<file path="config.mk">
export PLATFORM = sky130hd
export DESIGN_NAME = apa102_frame_rx_flat
export DESIGN_NICKNAME = d
export VERILOG_FILES = /design/src/rtl/apa102_pkg.sv /design/src/rtl/apa102_frame_rx_if.sv /design/src/rtl/apa102_sync_edge.sv /design/src/rtl/apa102_frame_rx.sv /design/src/flat_wrapper.sv
export SDC_FILE = /design/constraint.sdc
export NUM_CORES = 1
export LEC_CHECK = 0
export CAP_MARGIN = 25
export CORE_MARGIN = 4
export CORE_UTILIZATION = 40
export DETAILED_ROUTE_END_ITERATION = 12
export GPL_TIMING_DRIVEN = 0
export PLACE_DENSITY_LB_ADDON = 0.05
export REMOVE_ABC_BUFFERS = 1
export SYNTH_ARGS = -nofsm -noshare
export SYNTH_HDL_FRONTEND = slang
export SYNTH_HIERARCHICAL = 1
export SYNTH_SLANG_ARGS = --single-unit
</file>
<file path="constraint.sdc">
create_clock -name clk -period 2.31 [get_ports clk]
set_clock_uncertainty 0.15 [all_clocks]
set_input_delay 0.231 -clock clk [delete_from_list [all_inputs] [get_ports clk]]
set_output_delay 0.231 -clock clk [all_outputs]
set_load 0.02 [all_outputs]
</file>
<file path="src/rtl/apa102_pkg.sv">
// Shared types and constants for the APA102 frame receiver.
// Field positions describe one 32-bit LED word as it appears on the wire.
package apa102_pkg;

  typedef enum logic {
    HUNT  = 1'b0,
    PIXEL = 1'b1
  } rx_state_e;

  localparam int START_ZERO_BITS = 32;
  localparam int WORD_BITS       = 32;
  localparam logic [2:0] HDR_ONES = 3'b111;

  localparam int HDR_MSB    = 31;
  localparam int HDR_LSB    = 29;
  localparam int BRIGHT_MSB = 28;
  localparam int BRIGHT_LSB = 24;
  localparam int B_MSB      = 23;
  localparam int B_LSB      = 16;
  localparam int G_MSB      = 15;
  localparam int G_LSB      = 8;
  localparam int R_MSB      = 7;
  localparam int R_LSB      = 0;

endpackage

</file>
<file path="src/rtl/apa102_frame_rx_if.sv">
// Decoded pixel stream and per-frame status leaving the APA102 receiver.
// The receiver drives the master side; consumers attach to the slave side.
interface apa102_frame_rx_if #(
  parameter int MATRIX_W = 8,
  parameter int MATRIX_H = 8
);
  localparam int NUM_LEDS = MATRIX_W * MATRIX_H;
  localparam int IDX_W    = $clog2(NUM_LEDS);
  localparam int X_W      = $clog2(MATRIX_W);
  localparam int Y_W      = $clog2(MATRIX_H);

  logic             pix_valid;
  logic [IDX_W-1:0] pix_index;
  logic [X_W-1:0]   pix_x;
  logic [Y_W-1:0]   pix_y;
  logic [4:0]       pix_bright;
  logic [7:0]       pix_b;
  logic [7:0]       pix_g;
  logic [7:0]       pix_r;
  logic             frame_done;
  logic             frame_err;
  logic [7:0]       frame_count;
  logic             busy;

  modport master (
    output pix_valid, pix_index, pix_x, pix_y, pix_bright, pix_b, pix_g, pix_r,
    output frame_done, frame_err, frame_count, busy
  );

  modport slave (
    input pix_valid, pix_index, pix_x, pix_y, pix_bright, pix_b, pix_g, pix_r,
    input frame_done, frame_err, frame_count, busy
  );

endinterface

</file>
<file path="src/rtl/apa102_sync_edge.sv">
// Brings the asynchronous LED clock/data into the clk domain and emits a one-cycle
// strobe per selected LED-clock edge, with the data bit aligned to that strobe.
module apa102_sync_edge #(
  parameter int SAMPLE_FALL = 0
) (
  input  logic clk,
  input  logic reset,
  input  logic led_clk,
  input  logic led_data,
  output logic strobe,
  output logic data
);

  logic clk_meta_q, clk_sync_q, clk_prev_q;
  logic data_meta_q, data_sync_q;
  logic strobe_q, strobe_d;
  logic data_q;

  always_comb begin
    strobe_d = 1'b0;
    if (SAMPLE_FALL != 0) begin
      strobe_d = clk_prev_q & ~clk_sync_q;
    end else begin
      strobe_d = ~clk_prev_q & clk_sync_q;
    end
  end

  // Data travels through the same number of flops as the clock so the bit
  // presented with the strobe is the one that was stable at the LED edge.
  always_ff @(posedge clk or negedge reset) begin
    if (!reset) begin
      clk_meta_q  <= 1'b0;
      clk_sync_q  <= 1'b0;
      clk_prev_q  <= 1'b0;
      data_meta_q <= 1'b0;
      data_sync_q <= 1'b0;
      strobe_q    <= 1'b0;
      data_q      <= 1'b0;
    end else begin
      clk_meta_q  <= led_clk;
      clk_sync_q  <= clk_meta_q;
      clk_prev_q  <= clk_sync_q;
      data_meta_q <= led_data;
      data_sync_q <= data_meta_q;
      strobe_q    <= strobe_d;
      data_q      <= data_sync_q;
    end
  end

  assign strobe = strobe_q;
  assign data   = data_q;

endmodule

</file>
<file path="src/rtl/apa102_frame_rx.sv">
// APA102 stream receiver: locks onto the 32-bit zero start frame, decodes LED words
// and emits one pixel write per LED with de-serpentined matrix coordinates.
module apa102_frame_rx
  import apa102_pkg::*;
#(
  parameter int MATRIX_W     = 8,
  parameter int MATRIX_H     = 8,
  parameter int SERPENTINE   = 1,
  parameter int SAMPLE_FALL  = 0,
  parameter int IDLE_TIMEOUT = 4096
) (
  input  logic              clk,
  input  logic              reset,
  input  logic              led_clk,
  input  logic              led_data,
  apa102_frame_rx_if.master pix_if
);

  localparam int NUM_LEDS = MATRIX_W * MATRIX_H;
  localparam int IDX_W    = $clog2(NUM_LEDS);
  localparam int X_W      = $clog2(MATRIX_W);
  localparam int Y_W      = $clog2(MATRIX_H);
  localparam int CNT_W    = $clog2(WORD_BITS + 1);
  localparam int IDLE_W   = $clog2(IDLE_TIMEOUT + 1);

  logic strobe, sbit;

  apa102_sync_edge #(
    .SAMPLE_FALL(SAMPLE_FALL)
  ) u_sync_edge (
    .clk     (clk),
    .reset   (reset),
    .led_clk (led_clk),
    .led_data(led_data),
    .strobe  (strobe),
    .data    (sbit)
  );

  rx_state_e        state_q, state_d;
  logic [CNT_W-1:0] zero_run_q, zero_run_d;
  logic [CNT_W-1:0] bit_cnt_q, bit_cnt_d;
  logic [IDX_W-1:0] word_idx_q, word_idx_d;
  logic [31:0]      shift_q, shift_d;
  logic [IDLE_W-1:0] idle_cnt_q, idle_cnt_d;

  logic             pix_valid_q, pix_valid_d;
  logic [IDX_W-1:0] pix_index_q, pix_index_d;
  logic [X_W-1:0]   pix_x_q, pix_x_d;
  logic [Y_W-1:0]   pix_y_q, pix_y_d;
  logic [4:0]       pix_bright_q, pix_bright_d;
  logic [7:0]       pix_b_q, pix_b_d;
  logic [7:0]       pix_g_q, pix_g_d;
  logic [7:0]       pix_r_q, pix_r_d;
  logic             frame_done_q, frame_done_d;
  logic             frame_err_q, frame_err_d;
  logic [7:0]       frame_count_q, frame_count_d;

  logic [31:0]      word_next;
  logic [X_W-1:0]   map_col;
  logic [X_W-1:0]   map_x;
  logic [Y_W-1:0]   map_y;

  // Even rows of a serpentine chain run right-to-left.
  always_comb begin
    map_col = X_W'(word_idx_q % IDX_W'(MATRIX_W));
    map_y   = Y_W'(word_idx_q / IDX_W'(MATRIX_W));
    map_x   = map_col;
    if ((SERPENTINE != 0) && !map_y[0]) begin
      map_x = X_W'(MATRIX_W - 1) - map_col;
    end
  end

  always_comb begin
    state_d       = state_q;
    zero_run_d    = zero_run_q;
    bit_cnt_d     = bit_cnt_q;
    word_idx_d    = word_idx_q;
    shift_d       = shift_q;
    idle_cnt_d    = idle_cnt_q;
    pix_valid_d   = 1'b0;
    pix_index_d   = pix_index_q;
    pix_x_d       = pix_x_q;
    pix_y_d       = pix_y_q;
    pix_bright_d  = pix_bright_q;
    pix_b_d       = pix_b_q;
    pix_g_d       = pix_g_q;
    pix_r_d       = pix_r_q;
    frame_done_d  = 1'b0;
    frame_err_d   = 1'b0;
    frame_count_d = frame_count_q;
    word_next     = {shift_q[30:0], sbit};

    case (state_q)
      HUNT: begin
        idle_cnt_d = '0;
        if (strobe) begin
          if (!sbit) begin
            if (zero_run_q != CNT_W'(START_ZERO_BITS)) begin
              zero_run_d = zero_run_q + 1'b1;
            end
          end else if (zero_run_q == CNT_W'(START_ZERO_BITS)) begin
            state_d    = PIXEL;
            shift_d    = word_next;
            bit_cnt_d  = CNT_W'(1);
            word_idx_d = '0;
            zero_run_d = '0;
          end else begin
            zero_run_d = '0;
          end
        end
      end

      PIXEL: begin
        if (strobe) begin
          idle_cnt_d = '0;
          shift_d    = word_next;
          if (bit_cnt_q == CNT_W'(WORD_BITS - 1)) begin
            bit_cnt_d = '0;
            if (word_next[HDR_MSB:HDR_LSB] == HDR_ONES) begin
              pix_valid_d  = 1'b1;
              pix_index_d  = word_idx_q;
              pix_x_d      = map_x;
              pix_y_d      = map_y;
              pix_bright_d = word_next[BRIGHT_MSB:BRIGHT_LSB];
              pix_b_d      = word_next[B_MSB:B_LSB];
              pix_g_d      = word_next[G_MSB:G_LSB];
              pix_r_d      = word_next[R_MSB:R_LSB];
              if (word_idx_q == IDX_W'(NUM_LEDS - 1)) begin
                frame_done_d  = 1'b1;
                frame_count_d = frame_count_q + 8'd1;
                state_d       = HUNT;
                zero_run_d    = '0;
                word_idx_d    = '0;
              end else begin
                word_idx_d = word_idx_q + 1'b1;
              end
            end else begin
              frame_err_d = 1'b1;
              state_d     = HUNT;
              zero_run_d  = '0;
            end
          end else begin
            bit_cnt_d = bit_cnt_q + 1'b1;
          end
        // A stalled LED clock abandons the frame; the partial word is dropped.
        end else if (idle_cnt_q == IDLE_W'(IDLE_TIMEOUT - 1)) begin
          frame_err_d = 1'b1;
          state_d     = HUNT;
          zero_run_d  = '0;
          bit_cnt_d   = '0;
          idle_cnt_d  = '0;
        end else begin
          idle_cnt_d = idle_cnt_q + 1'b1;
        end
      end
    endcase
  end

  always_ff @(posedge clk or negedge reset) begin
    if (!reset) begin
      state_q       <= HUNT;
      zero_run_q    <= '0;
      bit_cnt_q     <= '0;
      word_idx_q    <= '0;
      shift_q       <= '0;
      idle_cnt_q    <= '0;
      pix_valid_q   <= 1'b0;
      pix_index_q   <= '0;
      pix_x_q       <= '0;
      pix_y_q       <= '0;
      pix_bright_q  <= '0;
      pix_b_q       <= '0;
      pix_g_q       <= '0;
      pix_r_q       <= '0;
      frame_done_q  <= 1'b0;
      frame_err_q   <= 1'b0;
      frame_count_q <= '0;
    end else begin
      state_q       <= state_d;
      zero_run_q    <= zero_run_d;
      bit_cnt_q     <= bit_cnt_d;
      word_idx_q    <= word_idx_d;
      shift_q       <= shift_d;
      idle_cnt_q    <= idle_cnt_d;
      pix_valid_q   <= pix_valid_d;
      pix_index_q   <= pix_index_d;
      pix_x_q       <= pix_x_d;
      pix_y_q       <= pix_y_d;
      pix_bright_q  <= pix_bright_d;
      pix_b_q       <= pix_b_d;
      pix_g_q       <= pix_g_d;
      pix_r_q       <= pix_r_d;
      frame_done_q  <= frame_done_d;
      frame_err_q   <= frame_err_d;
      frame_count_q <= frame_count_d;
    end
  end

  assign pix_if.pix_valid   = pix_valid_q;
  assign pix_if.pix_index   = pix_index_q;
  assign pix_if.pix_x       = pix_x_q;
  assign pix_if.pix_y       = pix_y_q;
  assign pix_if.pix_bright  = pix_bright_q;
  assign pix_if.pix_b       = pix_b_q;
  assign pix_if.pix_g       = pix_g_q;
  assign pix_if.pix_r       = pix_r_q;
  assign pix_if.frame_done  = frame_done_q;
  assign pix_if.frame_err   = frame_err_q;
  assign pix_if.frame_count = frame_count_q;
  assign pix_if.busy        = (state_q == PIXEL);

endmodule
</file>
<file path="src/flat_wrapper.sv">
// flat-port wrapper written by rule: the top's interface ports become plain ports
module apa102_frame_rx_flat import apa102_pkg::*;
#(
  parameter int MATRIX_W     = 8,
  parameter int MATRIX_H     = 8,
  parameter int SERPENTINE   = 1,
  parameter int SAMPLE_FALL  = 0,
  parameter int IDLE_TIMEOUT = 4096
)
  (clk, reset, led_clk, led_data, pix_if_pix_valid, pix_if_pix_index, pix_if_pix_x, pix_if_pix_y, pix_if_pix_bright, pix_if_pix_b, pix_if_pix_g, pix_if_pix_r, pix_if_frame_done, pix_if_frame_err, pix_if_frame_count, pix_if_busy);
  apa102_frame_rx_if #(.MATRIX_W(MATRIX_W), .MATRIX_H(MATRIX_H)) pix_if_i ();
  input  logic clk;
  input  logic reset;
  input  logic led_clk;
  input  logic led_data;
  output wire logic [$bits(pix_if_i.pix_valid)-1:0] pix_if_pix_valid;
  output wire logic [$bits(pix_if_i.pix_index)-1:0] pix_if_pix_index;
  output wire logic [$bits(pix_if_i.pix_x)-1:0] pix_if_pix_x;
  output wire logic [$bits(pix_if_i.pix_y)-1:0] pix_if_pix_y;
  output wire logic [$bits(pix_if_i.pix_bright)-1:0] pix_if_pix_bright;
  output wire logic [$bits(pix_if_i.pix_b)-1:0] pix_if_pix_b;
  output wire logic [$bits(pix_if_i.pix_g)-1:0] pix_if_pix_g;
  output wire logic [$bits(pix_if_i.pix_r)-1:0] pix_if_pix_r;
  output wire logic [$bits(pix_if_i.frame_done)-1:0] pix_if_frame_done;
  output wire logic [$bits(pix_if_i.frame_err)-1:0] pix_if_frame_err;
  output wire logic [$bits(pix_if_i.frame_count)-1:0] pix_if_frame_count;
  output wire logic [$bits(pix_if_i.busy)-1:0] pix_if_busy;
  assign pix_if_pix_valid = pix_if_i.pix_valid;
  assign pix_if_pix_index = pix_if_i.pix_index;
  assign pix_if_pix_x = pix_if_i.pix_x;
  assign pix_if_pix_y = pix_if_i.pix_y;
  assign pix_if_pix_bright = pix_if_i.pix_bright;
  assign pix_if_pix_b = pix_if_i.pix_b;
  assign pix_if_pix_g = pix_if_i.pix_g;
  assign pix_if_pix_r = pix_if_i.pix_r;
  assign pix_if_frame_done = pix_if_i.frame_done;
  assign pix_if_frame_err = pix_if_i.frame_err;
  assign pix_if_frame_count = pix_if_i.frame_count;
  assign pix_if_busy = pix_if_i.busy;
  apa102_frame_rx #(.MATRIX_W(MATRIX_W), .MATRIX_H(MATRIX_H), .SERPENTINE(SERPENTINE), .SAMPLE_FALL(SAMPLE_FALL), .IDLE_TIMEOUT(IDLE_TIMEOUT)) u_core (.clk(clk), .reset(reset), .led_clk(led_clk), .led_data(led_data), .pix_if(pix_if_i));
endmodule
</file>
==> impl_metrics.tcl, run 1 <==
set metrics [dict create \
    required_ps 2450 \
    fp.coreArea_mm2 0.0122 \
    synthArstFlopShare_pct 100 \
    leakage_nw 3.04 \
    htreeDepth 4 \
    path_max_fanout 31 \
    gr-total-overflow 0 \
    hp-class "input pin to register" \
    wire_per_inst_um 14.8 \
    cts-root-buf "clkbuf_16" \
    cts_buffers 17 \
    cts.sinks 119 \
    antenna_found_initial 0 \
    fmax_mhz 459 \
    drc 0 \
    ys_top_cells_by_area "dfrtp_1 59%, nand2_1 8.5%, mux2_2 6.9%" \
    hold-worst-slack_ps 115 \
    status "finished, final reports clean" \
    start_util_pct 41.4 \
    drive_gt1_share_pct 15.8 \
    worstPathArrival_ps 2310 \
    hpwl_mm 6.19 \
    vdd_ir_drop_max_v 0.000463 \
    design_area_mm2 0.00644 \
    ys.flop_type "dfrtp_1" \
    critical_path_class "register to register" \
    syn_to_final_growth_pct 27.4 \
    cts.path.max_buffers 2 \
    critPathLaunchType "register" \
    syn_avg_cell_area_um2 11.1 \
    diodes 0 \
    cts_tree "done" \
    fin_nets 532 \
    via_per_inst 4.98 \
    drt-total-wl_mm 10.3 \
    rows 40 \
    postRouteAntennaNets 0 \
    placedCellCount 662 \
    place_area_mm2 0.00575 \
    grt_max_degree 80 \
    yosysUniqueCellTypes 57 \
    power.density_mw_per_mm2 758 \
    rsz0062_at_grt "no" \
    die_h_um 120 \
    nFillCells 1131 \
    endpoint_kind "register" \
    hold_violations 0 \
    slew_headroom_pct 65.2 \
    synth_area_mm2 0.00505 \
    vias 3483 \
    synth-seq-area-share_pct 58.9 \
    clk-insertion-delay-late_ps 410 \
    layout.cells.non_filler 699 \
    io_buffers 56 \
    gp_congestion 0.783 \
    yosys.cell_count.top_type "dfrtp_1" \
    setup_violations 0 \
    grtUsageTotal_pct 15.6 \
    drv_slew 0 \
    worst_pin_slew_ps 520 \
    grt_pass1_vias 3655 \
    clk_pin_slew_ps 50 \
    cap_viol_max_count 0 \
    dr.pass1.iters 5 \
    grt_pass1_wl_mm 17.9 \
    synth_top_area_cell "dfrtp_1" \
    post-synth-top-area-fraction_pct 58.9 \
    drtIter0Drc 245 \
    die_area_mm2 0.0145 \
    yosysWarnings 6 \
    io_pins 57 \
    netlist_top_cells_count "119 x dfrtp_1, 114 x nand2_1, 31 x mux2_2, 16 x nand3_1, 16 x nor2_1" \
    ys_seq_elements 119 \
    period_share_pct 94.3 \
    synthCells 457 \
    die_x_um 120 \
    synth_edf_count 0 \
    post-route-min-period_ps 2180 \
]
-- power by group --
part           internal, mW  leakage [nW]  switching, mW
registers              2.13          1.64         0.0712
clock network          1.65         0.273          0.850
logic                0.0656          1.13          0.110
total                  3.85          3.04           1.03
-- stage by stage --
step	TNS, ps	power, mW	utilization (%)	setup slack (ps)
global route	0	5.09	52.7	2.73
global placement	-558030	2.39	46.6	-3940
CTS	0	4.95	52.5	52.3
finish	0	4.88	52.7	132
floorplan	-24020	2.31	-	-721
detailed placement	-53330	2.40	47.1	-1060
-- cell type report --
cell class                      instances  area, um2  share of cell area [%]
Clock buffer                           25        485                    7.54
Clock inverter                          4       70.1                    1.09
Inverter                               13       51.3                   0.797
Multi-Input combinational cell        305       1960                    30.4
Sequential cell                       119       2980                    46.3
Tap cell                              168        210                    3.27
Timing Repair Buffer                   65        684                    10.6
-- final timing paths --
check	from	to	slack, ps	cells after the start
worst max-delay path	u_core/bit_cnt_q[0]	u_core/pix_if.frame_count[1]	130	6
worst min-delay path	led_clk	u_core/u_sync_edge/clk_meta_q	110	1
worst max register to register	u_core/bit_cnt_q[0]	u_core/pix_if.frame_count[1]	130	6
worst min register to register	u_core/u_sync_edge/data_meta_q	u_core/u_sync_edge/data_sync_q	190	0
max in group asynchronous	reset	u_core/shift_q[7]	1130	3
min in group asynchronous	reset	u_core/idle_cnt_q[7]	150	2
-- worst max-delay path: stages, from the launching register on --
cell and delay, ps:
dfrtp_1 420, ha_1 210, and3_2 300, nand4_4 190, buf_16 230, nor2_1 200
mux2_2 360
-- cells by family after synthesis --
group / share of synthesized area, %
flip-flops: 58.9
adder cells (fa/ha/maj): 1.73
multiplexers: 7.11
AO/OA/AOI/OAI: 7.65
AND/OR/NAND/NOR: 18.0
buffers and inverters: 3.66
XOR/XNOR: 2.95
-- layer usage --
metal	wire length, um	up-vias	track usage, %
met5	0	-	0
met4	195	0	6.37
met3	404	15	4.58
met2	4810	63	24.5
met1	4920	1703	20.1
li1	-	1702	-
-- sequential cells by signal, summed over array words and instances (netlist names), 3 cells and up --
name                       flops
u_core/bit_cnt_q               6
u_core/idle_cnt_q             13
u_core/pix_if.frame_count      8
u_core/pix_if.pix_b            8
u_core/pix_if.pix_bright       5
u_core/pix_if.pix_g            8
u_core/pix_if.pix_index        5
u_core/pix_if.pix_r            8
u_core/pix_if.pix_x            3
u_core/shift_q                31
u_core/word_idx_q              6
u_core/zero_run_q              6
-- placed cells by master, fill, tap and decap left out, drive strengths merged, types with 2 or more instances in the layout --
cell type,instances
nor2b,3
nor3,4
clkdlybuf4s50,55
nand2b,4
xnor2,11
o21ai,13
and3,8
a21oi,8
mux2,31
clkbuf,25
nand2,114
o31a,2
clkinv,2
and2,2
xor2,6
nand3,16
nor2,16
o211ai,5
a41oi,2
ha,7
a2bb2oi,2
nand4,11
inv,13
o41ai,2
bufinv,2
a31oi,10
or3,4
buf,9
a21o,2
dfrtp,119
nor4,6
-- timing repair --
action / 4_1_cts / 5_1_grt
gates resized for setup: 6 / 5
pin swaps: 3 / 0
gates cloned: 2 / 0
hold buffers: 1 / 0
buffers inserted: 5 / 0
endpoints found under the hold margin: 40 / 0
endpoints found under the setup margin: 85 / 42
No activity file was read; power rests on OpenSTA's default activity.
==> inputs of run 2 (changes only) <==
--- a/config.mk
+++ b/config.mk
@@ -7,7 +7,8 @@
 export LEC_CHECK = 0
 export CAP_MARGIN = 25
 export CORE_MARGIN = 4
-export CORE_UTILIZATION = 40
+export CORE_UTILIZATION = 58
+export CTS_BUF_LIST = sky130_fd_sc_hd__clkbuf_8
 export DETAILED_ROUTE_END_ITERATION = 12
 export GPL_TIMING_DRIVEN = 0
 export PLACE_DENSITY_LB_ADDON = 0.05
==> run 2 against run 1 <==
Wire length shrank 5.5%. Critical path depth grew 1. Clock-buffer cell count shrank 8. Register-to-register slack gained 40 ps. First-iteration DRC count shrank 2.9%. Non-clock buffer count grew 1. Maximum frequency grew 1.7%. Final cell count shrank 8.6%. Clock power shrank 32%. Critical path type unchanged. Highest routed layer unchanged.
==> impl_metrics.tcl, run 2 (synthesized netlist as in run 1, its figures left out) <==
set metrics [dict create \
    drv_slew 0 \
    cts_tree "done" \
    finalPower_mw 4.08 \
    reg.largest.list "u_core/shift_q: 31 flops, u_core/idle_cnt_q: 13 flops" \
    hp-class "input pin to register" \
    gr-total-overflow 0 \
    grt_max_degree 75 \
    path_max_fanout 6 \
    crit_chain "inv_1, ha_1, and4bb_1, nand3_4, a21oi_4, buf_4, mux2_2" \
    grtUsageTotal_pct 20.8 \
    drc 0 \
    required_ps 2460 \
    worstPathArrival_ps 2290 \
    fin_nets 533 \
    io_buffers 56 \
    grt_pass1_wl_mm 16.8 \
    syn_to_final_growth_pct 22.9 \
    post-route-min-period_ps 2140 \
    largest-register "u_core/shift_q" \
    status "finished, final reports clean" \
    postRouteAntennaNets 0 \
    leakage_nw 2.98 \
    cap_viol_max_count 0 \
    fp.coreArea_mm2 0.00834 \
    diodes 0 \
    layout_commonest_cell "dfrtp_1" \
    pre_cts_ws_ps -1070 \
    clk_pin_slew_ps 80 \
    path_delay_family "simple AND/OR/NAND/NOR gates" \
    vdd_ir_drop_max_v 0.000561 \
    fin_ws_ps 168 \
    path_buf_inv 2 \
    hold_violations 0 \
    drt-total-wl_mm 9.76 \
    cts_buffers 17 \
    grt_pass1_vias 3600 \
    setup_violations 0 \
    cts-root-buf "clkbuf_8" \
    design_area_mm2 0.00621 \
    rrSetupSlack_ps 170 \
    slowest_stage "dfrtp_1" \
    die_x_um 101 \
    largest_reg_flops 31 \
    fmax_mhz 467 \
    cpPeakStageDelay_ps 430 \
    drtIter0Drc 238 \
    gp_congestion 0.896 \
    cts.sinks 119 \
    critPathLaunchType "register" \
    power.density_mw_per_mm2 656 \
    antenna_found_initial 0 \
    layout.cells.non_filler 639 \
    wire_per_inst_um 15.3 \
    placedCellCount 599 \
    htreeDepth 4 \
    dr.pass1.iters 4 \
    die_area_mm2 0.0103 \
    vias 3547 \
    period_share_pct 92.7 \
    endpoint_kind "register" \
    rsz0062_at_grt "no" \
    rows 33 \
    die_h_um 101 \
    clk-insertion-delay-late_ps 410 \
    layout.cells.most_common_list "118 x dfrtp_1, 114 x nand2_1, 55 x clkdlybuf4s50_1" \
    setup_tns_ps 0 \
    place_area_mm2 0.00567 \
    hpwl_mm 6.02 \
    start_util_pct 60.6 \
    via_per_inst 5.55 \
    cts.path.max_buffers 2 \
    drive_gt1_share_pct 17.4 \
    slew_headroom_pct 66.6 \
    io_pins 57 \
    critical_path_class "register to register" \
    worst_pin_slew_ps 501 \
]
-- run 2: cell types whose count changed in the layout (fill, tap and decap cells not counted), moves of 3 or more --
| cell | change |
|---|---|
| clkbuf_1 | -5 |
| clkbuf_16 | -17 |
| clkbuf_8 | +14 |
| clkinv_4 | +4 |
| clkinvlp_4 | +3 |
| inv_6 | +3 |
-- run 2: power by group --
part	leakage [nW]	switching [mW]	total (mW)	internal, mW
sequential	1.64	0.0635	2.19	2.13
clock	0.179	0.850	1.70	0.852
combinational	1.16	0.115	0.183	0.0674
-- run 2: final timing paths --
path	start	end	cells past startpoint
worst min register to register	u_core/u_sync_edge/clk_meta_q	u_core/u_sync_edge/clk_sync_q	0
worst min-delay path	led_data	u_core/u_sync_edge/data_meta_q	1
worst max-delay path	u_core/zero_run_q[1]	u_core/shift_q[11]	7
worst max register to register	u_core/zero_run_q[1]	u_core/shift_q[11]	7
max in group asynchronous	reset	u_core/bit_cnt_q[4]	3
min in group asynchronous	reset	u_core/idle_cnt_q[7]	2
-- run 2: routing by layer --
| metal | wire length (um) | track usage (%) |
|---|---|---|
| met3 | 496 | 5.10 |
| met1 | 4460 | 28.5 |
| met2 | 4750 | 32.2 |
| met5 | 0 | 0 |
| met4 | 57 | 8.28 |
-- run 2: metrics by stage --
stage               hold WS, ps  util (%)
CTS                        70.7      73.6
global placement            183      67.3
floorplan                  -215         -
detailed placement         36.5      68.0
finish                      101      74.5
global route               70.3      74.5
-- run 2: cell type report --
cell class | count | area (um2)
Multi-Input combinational cell | 305 | 1980
Tap cell | 105 | 131
Timing Repair Buffer | 66 | 704
Sequential cell | 119 | 2980
Inverter | 13 | 56.3
Clock inverter | 14 | 129
Fill cell | 581 | 2130
Clock buffer | 17 | 234
-- run 2: what timing repair did --
item                                    4_1_cts  5_1_grt
hold buffers                                  1        0
endpoints found under the setup margin       85       55
gates cloned                                  2        0
hold endpoints to repair                     45        0
gates resized for setup                       8        8
buffers inserted                              4        2
pin swaps                                     3        1
==> inputs of run 3 (changes only) <==
--- a/config.mk
+++ b/config.mk
@@ -6,10 +6,13 @@
 export NUM_CORES = 1
 export LEC_CHECK = 0
 export CAP_MARGIN = 25
+export CELL_PAD_IN_SITES_DETAIL_PLACEMENT = 1
+export CELL_PAD_IN_SITES_GLOBAL_PLACEMENT = 1
 export CORE_MARGIN = 4
-export CORE_UTILIZATION = 58
+export CORE_UTILIZATION = 46
 export CTS_BUF_LIST = sky130_fd_sc_hd__clkbuf_8
 export DETAILED_ROUTE_END_ITERATION = 12
+export GPL_ROUTABILITY_DRIVEN = 0
 export GPL_TIMING_DRIVEN = 0
 export PLACE_DENSITY_LB_ADDON = 0.05
 export REMOVE_ABC_BUFFERS = 1
==> run 3 against run 2 <==
Clock-buffer cell count up 5. Power up 0.51%. Global-route usage down 1.4 points. Largest power group unchanged.
==> impl_metrics.tcl, run 3 (synthesized netlist as in run 1, its figures left out) <==
set metrics [dict create \
    layout_commonest_cell "dfrtp_1" \
    htreeDepth 4 \
    io_pins 57 \
    leakage_nw 2.97 \
    crit_chain "inv_1, ha_1, and4bb_1, nand3_4, a21oi_4, buf_4, mux2_2" \
    dr.pass1.iters 4 \
    r2r_cells 7 \
    slowest_stage "dfrtp_1" \
    rsz0062_at_grt "no" \
    endpoint_kind "register" \
    fin_nets 532 \
    setup_tns_ps 0 \
    cts.path.max_buffers 2 \
    drv_slew 0 \
    largest_reg_flops 31 \
    fmax_mhz 457 \
    critical_path_class "register to register" \
    wire_per_inst_um 16.8 \
    via_per_inst 5.40 \
    multiInputGateArea_mm2 0.00196 \
    hold_violations 0 \
    vias 3632 \
    cts_buffers 17 \
    die_area_mm2 0.0127 \
    worst_pin_slew_ps 484 \
    path_max_fanout 5 \
    rows 38 \
    critPathLaunchType "register" \
    largest-register "u_core/shift_q" \
    hold-worst-slack_ps 92.1 \
    layout.cells.non_filler 672 \
    worstReg2RegEnd "u_core/shift_q[19]" \
    startpoint "u_core/zero_run_q[1]" \
    cts.sinks 119 \
    rrSetupSlack_ps 120 \
    status "finished, final reports clean" \
    clk-insertion-delay-late_ps 430 \
    required_ps 2470 \
    cpPeakStageDelay_ps 430 \
    period_share_pct 94.6 \
    diodes 0 \
    start_util_pct 46.8 \
    register_area_mm2 0.00298 \
    drc 0 \
    grt_pass1_wl_mm 19.8 \
    setup_violations 0 \
    drive_gt1_share_pct 16.5 \
    hp-class "input pin to register" \
    cts-root-buf "clkbuf_8" \
    syn_to_final_growth_pct 23.2 \
    grt_max_degree 72 \
    crit_path_end "u_core/shift_q[19]" \
    post-route-min-period_ps 2190 \
    drt-total-wl_mm 11.3 \
    nFillCells 1143 \
    grt_pass1_vias 4008 \
    layout.cells.most_common_list "118 x dfrtp_1, 114 x nand2_1, 55 x clkdlybuf4s50_1" \
    final_core_util_pct 57.7 \
    vdd_ir_drop_max_v 0.000471 \
    reg.largest.list "u_core/shift_q: 31 flops, u_core/idle_cnt_q: 13 flops" \
    drtIter0Drc 164 \
    grtUsageTotal_pct 19.5 \
    regToRegStartpoint "u_core/zero_run_q[1]" \
    cts_tree "done" \
    postRouteAntennaNets 0 \
    hpwl_mm 7.17 \
    worstPathArrival_ps 2340 \
    die_x_um 113 \
    slew_headroom_pct 67.4 \
    fp.coreArea_mm2 0.0108 \
    placedCellCount 634 \
    die_h_um 113 \
    antenna_found_initial 0 \
    gr-total-overflow 0 \
    power.density_mw_per_mm2 658 \
    io_buffers 56 \
    cap_viol_max_count 0 \
    clk_pin_slew_ps 70 \
]
## run 3: changes by cell type in the layout (fill, tap and decap cells not counted), moves of 3 or more
| cell | before | now |
|---|---|---|
| inv_6 | 3 | 0 |
| inv_1 | 12 | 17 |
| clkinvlp_4 | 3 | 0 |
| clkbuf_8 | 17 | 22 |
| clkinv_4 | 4 | 0 |
## run 3: layout make-up
type	count	area share, %
well taps	140	2.81
inverters	13	0.824
clock buffers	22	4.86
multi-input cells	304	31.5
repair buffers	66	11.2
flip-flops and latches	119	47.8
clock inverters	8	0.944
## run 3: worst max-delay path: cells and delay by family (launching register included)
kind                     cells  cell delay, ps
adder cells (fa/ha/maj)      1             170
buffers and inverters        2             300
multiplexers                 1             330
flip-flops                   1             430
AO/OA/AOI/OAI                1             220
AND/OR/NAND/NOR              2             460
## run 3: repair_timing
item,4_1_cts,5_1_grt
endpoints found under the hold margin,48,0
gates resized for setup,9,5
endpoints found under the setup margin,92,35
setup buffers,5,1
pin swaps,3,1
cloned,1,0
hold buffers,1,0
## run 3: worst min path at each step
| stage | cells after the start | from | slack [ps] | endpoint |
|---|---|---|---|---|
| after floorplan | 0 | reset | -210 | u_core/bit_cnt_q[0] |
| after global placement | 0 | u_core/u_sync_edge/data_sync_q | 180 | u_core/u_sync_edge/data |
| after detailed placement | 1 | reset | 60 | u_core/idle_cnt_q[7] |
| after CTS | 1 | led_data | 60 | u_core/u_sync_edge/data_meta_q |
| after global routing | 1 | led_clk | 60 | u_core/u_sync_edge/clk_meta_q |
| final | 1 | led_data | 90 | u_core/u_sync_edge/data_meta_q |
## run 3: through the flow
step	total power, mW	setup WS [ps]	area [um2]
floorplan	2.31	-721	4920
global placement	2.39	-3890	5650
detailed placement	2.40	-939	5710
CTS	4.14	41.7	6200
global route	4.30	3.81	6230
finish	4.10	124	6230
## run 3: report_power, final
part           switching, mW  total (mW)  internal [mW]
clock network          0.761        1.72          0.959
registers             0.0677        2.20           2.13
logic                  0.113       0.180         0.0666
## run 3: routing by layer
metal | up-vias | routed length (um) | GRT usage, %
li1 | 1695 | - | -
met1 | 1862 | 5060 | 24.7
met2 | 63 | 5710 | 32.3
met3 | 12 | 388 | 5.56
met4 | 0 | 113 | 6.49
met5 | - | 0 | 0
